==> config.mk <==
export PLATFORM = sky130hd
export DESIGN_NAME = riscv_v_writeback
export DESIGN_NICKNAME = d
export VERILOG_FILES = /design/src/rtl/riscv_v_pkg.sv /design/src/rtl/riscv_v_wb_beat_sel.sv /design/src/rtl/riscv_v_writeback.sv
export SDC_FILE = /design/constraint.sdc
export NUM_CORES = 1
export LEC_CHECK = 0
export CORE_AREA = 2 2 232 234
export DETAILED_ROUTE_END_ITERATION = 16
export DIE_AREA = 0 0 234 236
export HOLD_SLACK_MARGIN = 0.05
export PLACE_DENSITY = 0.65
export SLEW_MARGIN = 20
export SYNTH_ARGS = -nofsm -noshare
export SYNTH_HDL_FRONTEND = slang
export SYNTH_SLANG_ARGS = --single-unit
==> constraint.sdc <==
create_clock -name clk -period 1.5 [get_ports clk]
set_input_delay 0.3 -clock clk [delete_from_list [all_inputs] [get_ports clk]]
set_output_delay 0.3 -clock clk [all_outputs]
set_load 0.02 [all_outputs]
==> src/rtl/riscv_v_pkg.sv <==
// Shared types and constants for the vector writeback stage.
package riscv_v_pkg;

  localparam int unsigned RISCV_V_VLEN          = 128;
  localparam int unsigned RISCV_V_XLEN          = 32;
  localparam int unsigned RISCV_V_WB_BEAT_BYTES = 8;

  typedef struct packed {
    logic [RISCV_V_VLEN-1:0]   data;
    logic [RISCV_V_VLEN/8-1:0] byte_en;
    logic [4:0]                rd;
    logic                      is_v2i;
    logic [RISCV_V_XLEN-1:0]   int_data;
  } riscv_v_wb_entry_t;

  typedef enum logic {
    IDLE  = 1'b0,
    WRITE = 1'b1
  } riscv_v_wb_state_e;

endpackage

==> src/rtl/riscv_v_wb_beat_sel.sv <==
// Selects the VRF write beat (data slice + byte enables) for the current WB entry.
// With RISCV_V_WB_SKIP_EMPTY_EN defined, empty slices are skipped.
module riscv_v_wb_beat_sel
  import riscv_v_pkg::*;
#(
  parameter int unsigned VLEN       = RISCV_V_VLEN,
  parameter int unsigned BEAT_BYTES = RISCV_V_WB_BEAT_BYTES,
  parameter int unsigned BEATS      = VLEN / 8 / BEAT_BYTES,
  parameter int unsigned BW         = (BEATS > 1) ? $clog2(BEATS) : 1
) (
  input  logic [VLEN-1:0]         data,
  input  logic [VLEN/8-1:0]       byte_en,
  input  logic [BW-1:0]           beat_q,
  output logic [BW-1:0]           cur_beat,
  output logic                    last_beat,
  output logic [BEAT_BYTES*8-1:0] beat_data,
  output logic [BEAT_BYTES-1:0]   beat_be
);

`ifdef RISCV_V_WB_SKIP_EMPTY_EN
  logic found;

  // byte_en only holds unwritten bytes, so the first non-empty slice at or
  // after beat_q is the next one to issue.
  always_comb begin
    cur_beat  = beat_q;
    found     = 1'b0;
    last_beat = 1'b1;
    for (int unsigned b = 0; b < BEATS; b++) begin
      if (!found && (b >= int'(beat_q)) && (|byte_en[b*BEAT_BYTES +: BEAT_BYTES])) begin
        cur_beat = BW'(b);
        found    = 1'b1;
      end
    end
    for (int unsigned b = 0; b < BEATS; b++) begin
      if ((b > int'(cur_beat)) && (|byte_en[b*BEAT_BYTES +: BEAT_BYTES])) begin
        last_beat = 1'b0;
      end
    end
  end
`else
  always_comb begin
    cur_beat  = beat_q;
    last_beat = (beat_q == BW'(BEATS - 1));
  end
`endif

  assign beat_data = data[cur_beat*BEAT_BYTES*8 +: BEAT_BYTES*8];
  assign beat_be   = byte_en[cur_beat*BEAT_BYTES +: BEAT_BYTES];

endmodule

==> src/rtl/riscv_v_writeback.sv <==
// Vector writeback: MEM/WB pipeline registers, beat-wise VRF drain and v2i return.
// Optional RISCV_V_WB_SKIP_EMPTY_EN: skip beats with no enabled bytes.
module riscv_v_writeback
  import riscv_v_pkg::*;
#(
  parameter int unsigned VLEN       = RISCV_V_VLEN,
  parameter int unsigned XLEN       = RISCV_V_XLEN,
  parameter int unsigned BEAT_BYTES = RISCV_V_WB_BEAT_BYTES,
  localparam int unsigned BEATS     = VLEN / 8 / BEAT_BYTES,
  localparam int unsigned BW        = (BEATS > 1) ? $clog2(BEATS) : 1,
  localparam int unsigned NB        = VLEN / 8
) (
  input  logic                    clk,
  input  logic                    rst,
  input  logic                    exe_valid,
  output logic                    exe_ready,
  input  logic [VLEN-1:0]         exe_data,
  input  logic [NB-1:0]           exe_byte_en,
  input  logic [4:0]              exe_rd,
  input  logic                    exe_is_v2i,
  input  logic [XLEN-1:0]         exe_int_data,
  output logic [NB-1:0]           rf_wr_en_mem,
  output logic [4:0]              rf_wr_addr_mem,
  output logic [VLEN-1:0]         rf_wr_data_mem,
  output logic [NB-1:0]           rf_wr_en_wb,
  output logic [4:0]              rf_wr_addr_wb,
  output logic [VLEN-1:0]         rf_wr_data_wb,
  output logic                    vrf_wr_valid,
  input  logic                    vrf_wr_ready,
  output logic [4:0]              vrf_wr_addr,
  output logic [BW-1:0]           vrf_wr_beat,
  output logic [BEAT_BYTES*8-1:0] vrf_wr_data,
  output logic [BEAT_BYTES-1:0]   vrf_wr_be,
  output logic                    int_wr_valid,
  output logic [XLEN-1:0]         int_wr_data
);

  riscv_v_wb_state_e state_q, state_d;
  riscv_v_wb_entry_t mem_q, mem_d, wb_q, wb_d;
  logic              mem_valid_q, mem_valid_d;
  logic              wb_vrf_q, wb_vrf_d;
  logic [BW-1:0]     beat_q, beat_d;
  logic [BW-1:0]     cur_beat;
  logic              last_beat;
  logic              beat_acc, wb_done, mem_to_wb;
  logic [NB-1:0]     slice_mask;

  riscv_v_wb_beat_sel #(
    .VLEN       (VLEN),
    .BEAT_BYTES (BEAT_BYTES)
  ) u_beat_sel (
    .data      (wb_q.data),
    .byte_en   (wb_q.byte_en),
    .beat_q    (beat_q),
    .cur_beat  (cur_beat),
    .last_beat (last_beat),
    .beat_data (vrf_wr_data),
    .beat_be   (vrf_wr_be)
  );

  assign vrf_wr_valid = (state_q == WRITE) && wb_vrf_q;
  assign beat_acc     = vrf_wr_valid && vrf_wr_ready;
  assign slice_mask   = NB'({BEAT_BYTES{1'b1}}) << (cur_beat * BEAT_BYTES);

  always_comb begin
    state_d     = state_q;
    beat_d      = beat_q;
    wb_d        = wb_q;
    wb_vrf_d    = wb_vrf_q;
    mem_d       = mem_q;
    mem_valid_d = mem_valid_q;
    wb_done     = 1'b0;

    // wb_done means WB frees up this cycle (idle, v2i/empty entry, or last beat).
    case (state_q)
      IDLE: wb_done = 1'b1;
      WRITE: begin
        if (!wb_vrf_q) begin
          wb_done = 1'b1;
        end else if (beat_acc) begin
          wb_d.byte_en = wb_q.byte_en & ~slice_mask;
          beat_d       = cur_beat + 1'b1;
          wb_done      = last_beat;
        end
      end
      default: state_d = IDLE;
    endcase

    mem_to_wb = mem_valid_q && wb_done;
    exe_ready = !mem_valid_q || mem_to_wb;

    if (wb_done) begin
      beat_d = '0;
      if (mem_to_wb) begin
        state_d  = WRITE;
        wb_d     = mem_q;
        wb_vrf_d = !mem_q.is_v2i && (|mem_q.byte_en);
      end else begin
        state_d  = IDLE;
      end
    end

    if (exe_valid && exe_ready) begin
      mem_valid_d    = 1'b1;
      mem_d.data     = exe_data;
      mem_d.byte_en  = exe_byte_en;
      mem_d.rd       = exe_rd;
      mem_d.is_v2i   = exe_is_v2i;
      mem_d.int_data = exe_int_data;
    end else if (mem_to_wb) begin
      mem_valid_d = 1'b0;
    end
  end

  always_ff @(posedge clk or negedge rst) begin
    if (!rst) begin
      state_q     <= IDLE;
      beat_q      <= '0;
      wb_q        <= '0;
      wb_vrf_q    <= 1'b0;
      mem_q       <= '0;
      mem_valid_q <= 1'b0;
    end else begin
      state_q     <= state_d;
      beat_q      <= beat_d;
      wb_q        <= wb_d;
      wb_vrf_q    <= wb_vrf_d;
      mem_q       <= mem_d;
      mem_valid_q <= mem_valid_d;
    end
  end

  assign rf_wr_en_mem   = (mem_valid_q && !mem_q.is_v2i) ? mem_q.byte_en : '0;
  assign rf_wr_addr_mem = mem_q.rd;
  assign rf_wr_data_mem = mem_q.data;
  assign rf_wr_en_wb    = ((state_q == WRITE) && !wb_q.is_v2i) ? wb_q.byte_en : '0;
  assign rf_wr_addr_wb  = wb_q.rd;
  assign rf_wr_data_wb  = wb_q.data;
  assign vrf_wr_addr    = wb_q.rd;
  assign vrf_wr_beat    = cur_beat;
  assign int_wr_valid   = (state_q == WRITE) && wb_q.is_v2i;
  assign int_wr_data    = wb_q.int_data;

endmodule

==> metrics.yaml <==
synthesis:
  syn_avg_cell_area_um2: 13.9
  ys_async_sr_fraction_pct: 100
  yosysSeqAreaShare_pct: 53.2
  synthFlopType: "dfrtp_1"
  synthCells: 1249
  ys_ff_latch: 368
  synth_edf_count: 0
  synth_area_um2: 17300
  synth_nets: 1435
  synthDistinctLibCells: 28
  yosysWarnings: 0
routing:
  wl_um: 54600
  vias: 11500
  via_per_inst: 4.45
  drc: 0
  wire_per_inst_um: 21.2
  dr.pass1.iters: 4
  drtIter0Drc: 363
  detail-route-antenna-nets: 0
cells_and_area:
  design_area_um2: 27000
  nets: 2041
  filler_cell_count: 4519
  area.growth.synth_to_final_pct: 55.9
  antenna_cells: 0
  layout-drive-gt1-share_pct: 45.8
  mostFrequentLayoutCell: "clkdlybuf4s50_1"
  final_cell_mix: "clkdlybuf4s50_1 (460), dfrtp_1 (365), buf_4 (244), mux2_2 (210), mux2_4 (115)"
grt:
  antenna_found_initial: 2
  grt_pass1_vias: 12700
  grt_use_total_pct: 19.4
  grt_max_degree: 53
  grt.overflow.total: 0
  grt_pass1_wl_um: 80300
worst_setup_path:
  cp_cell_sequence: "buf_12 > buf_8 > buf_16 > mux2_4 > buf_6"
  required_ns: 1.20
  cp.arrival_ns: 1.96
  crit_buf_inv: 4
  cp-start-kind: "flip-flop"
  crit_path_end_kind: "output port"
  criticalPathCategory: "flip-flop to output port"
  worst_path_dominant_cell_family: "buffers and inverters"
  cp_max_fo: 8
  cp_slowest_stage_delay_ns: 0.51
  critPathSlowestCell: "dfrtp_4"
outcome:
  status: "finished with violations"
  violations: "setup timing"
clocking:
  clk_path_buf_depth: 3
  clock_latency_ns: 0.56
  htree_num_levels: 2
  cts_tree: "built"
  cts-buffers-inserted: 41
  clock_sinks: 368
  clkTransAtPathRegs_ns: 0.06
  root_buffer: "clkbuf_16"
floorplanning:
  start_util_pct: 32.6
  fp.coreArea_um2: 53100
  io-pin-count: 597
  rows: 85
  die_h_um: 236
  die_x_um: 234
  die_area_um2: 55200
pwr:
  p_leak_nw: 12.2
  power_density_nw_per_um2: 2610
  ir_drop_mv: 1.48
timing:
  slew_viol_final: 0
  max_slew_margin_pct: 78.2
  layout_setup_ws_ns: -0.762
  finalCritPeriodShare_pct: 151
  fmax_mhz: 442
  finClkSkew_ns: 0.0250
  hold_viol_final: 0
  setup_violations: 761
  fin_crit_ns: 2.26
  rsz0062_at_grt: "true"
  tightest_slew_ns: 0.326
placement:
  portBuffers: 596
  dpl_worst_slack_ns: -0.654
  placed_area_um2: 24100
  gp_congestion: 0.825
  dp_hpwl_um: 38400
flow_run:
  maxCapViolCount: 0
worst_hold_path:
  hp-class: "input pin to async pin"
-- layout make-up --
cell class / instances / area, um2 / share of cell area [%]
clock inverters: 12 / 120 / 0.445
flip-flops and latches: 368 / 9220 / 34.2
well taps: 696 / 871 / 3.23
inverters: 20 / 82.6 / 0.306
repair buffers: 918 / 9700 / 35.9
clock buffers: 61 / 1200 / 4.45
multi-input cells: 506 / 5790 / 21.5
-- path summary, 6_finish.rpt --
| path | start | cells after the start | end | slack [ns] |
|---|---|---|---|---|
| worst max-delay path | beat_q | 5 | vrf_wr_data[2] | -0.76 |
| worst min-delay path | rst | 2 | rf_wr_data_mem[40] | 0.22 |
| worst max register to register | beat_q | 10 | rf_wr_data_wb[80] | -0.64 |
| worst min register to register | mem_q[14] | 1 | mem_q[14] | 0.48 |
| max in group asynchronous | rst | 4 | rf_wr_data_mem[86] | 0.52 |
| min in group clk | exe_rd[1] | 2 | rf_wr_addr_mem[1] | 0.34 |
-- Yosys cell counts, types with 2 or more instances --
cell type / count / share of area [%]
and2_1: 17 / 0.61
mux2_2: 227 / 15
buf_2: 7 / 0.20
buf_1: 2 / 0.043
dfrtp_1: 368 / 53
and3_1: 16 / 0.58
nand2_1: 20 / 0.43
buf_4: 322 / 14
mux2_1: 192 / 12
inv_1: 19 / 0.41
mux2i_1: 16 / 0.93
buf_6: 9 / 0.59
buf_8: 10 / 0.87
nor4_1: 4 / 0.14
nand4_1: 2 / 0.072
clkbuf_1: 5 / 0.11
nor2_1: 2 / 0.043
-- stage by stage --
step | hold slack (ns) | power [mW] | util (%) | setup TNS [ns] | cells
final | 0.216 | 70.4 | 50.8 | -314.21 | 2581
after global routing | 0.216 | 73.7 | 50.8 | -361.49 | 2581
after CTS | 0.182 | 70.7 | 50.7 | -379.19 | 2579
after detailed placement | 0.187 | 55.6 | 45.5 | -248.69 | 2436
after global placement | 0.182 | 55.1 | 45.5 | -244.68 | 2436
after floorplan | 0.00441 | 41.2 | - | -12.80 | 1249
-- routing by layer --
metal  share of wire [%]  wire [um]  GRT usage [%]
met1                  40      21800           23.2
met2                  50      27200           33.3
met3                 6.8       3730           5.16
met4                 3.5       1900           6.85
met5               0.048         26              0
-- cells by family (layout without fill, tap and decap cells) --
| family | after synthesis | in the layout | share of synthesized area, % |
|---|---|---|---|
| AND/OR/NAND/NOR | 65 | 65 | 2.04 |
| flip-flops | 368 | 368 | 53.2 |
| XOR/XNOR | 1 | 1 | 0.0506 |
| multiplexers | 435 | 435 | 28.2 |
| AO/OA/AOI/OAI | 5 | 5 | 0.282 |
| buffers and inverters | 375 | 1011 | 16.2 |
-- power breakdown --
group / leakage (nW) / total (mW) / switching [mW] / internal (mW)
sequential: 4.30 / 18.1 / 3.37 / 14.7
combinational: 7.23 / 42.3 / 18.3 / 24.0
clock: 0.654 / 9.96 / 4.08 / 5.88
-- timing repair --
action,4_1_cts,5_1_grt
resized for setup,737,108
hold buffers,1,0
gates cloned,25,0
buffers inserted,48,10
hold endpoints to repair,102,0
setup endpoints to repair,776,776
pin swaps,3,1
-- flip-flops by register name (all words and copies together) (netlist names) --
register	cells
beat_q	1
int_wr_data	32
mem_q	49
mem_valid_q	1
rf_wr_addr_mem	5
rf_wr_addr_wb	5
rf_wr_data_mem	128
rf_wr_data_wb	128
state_q	1
wb_q	17
wb_vrf_q	1
No activity file was read; power rests on OpenSTA's default activity.
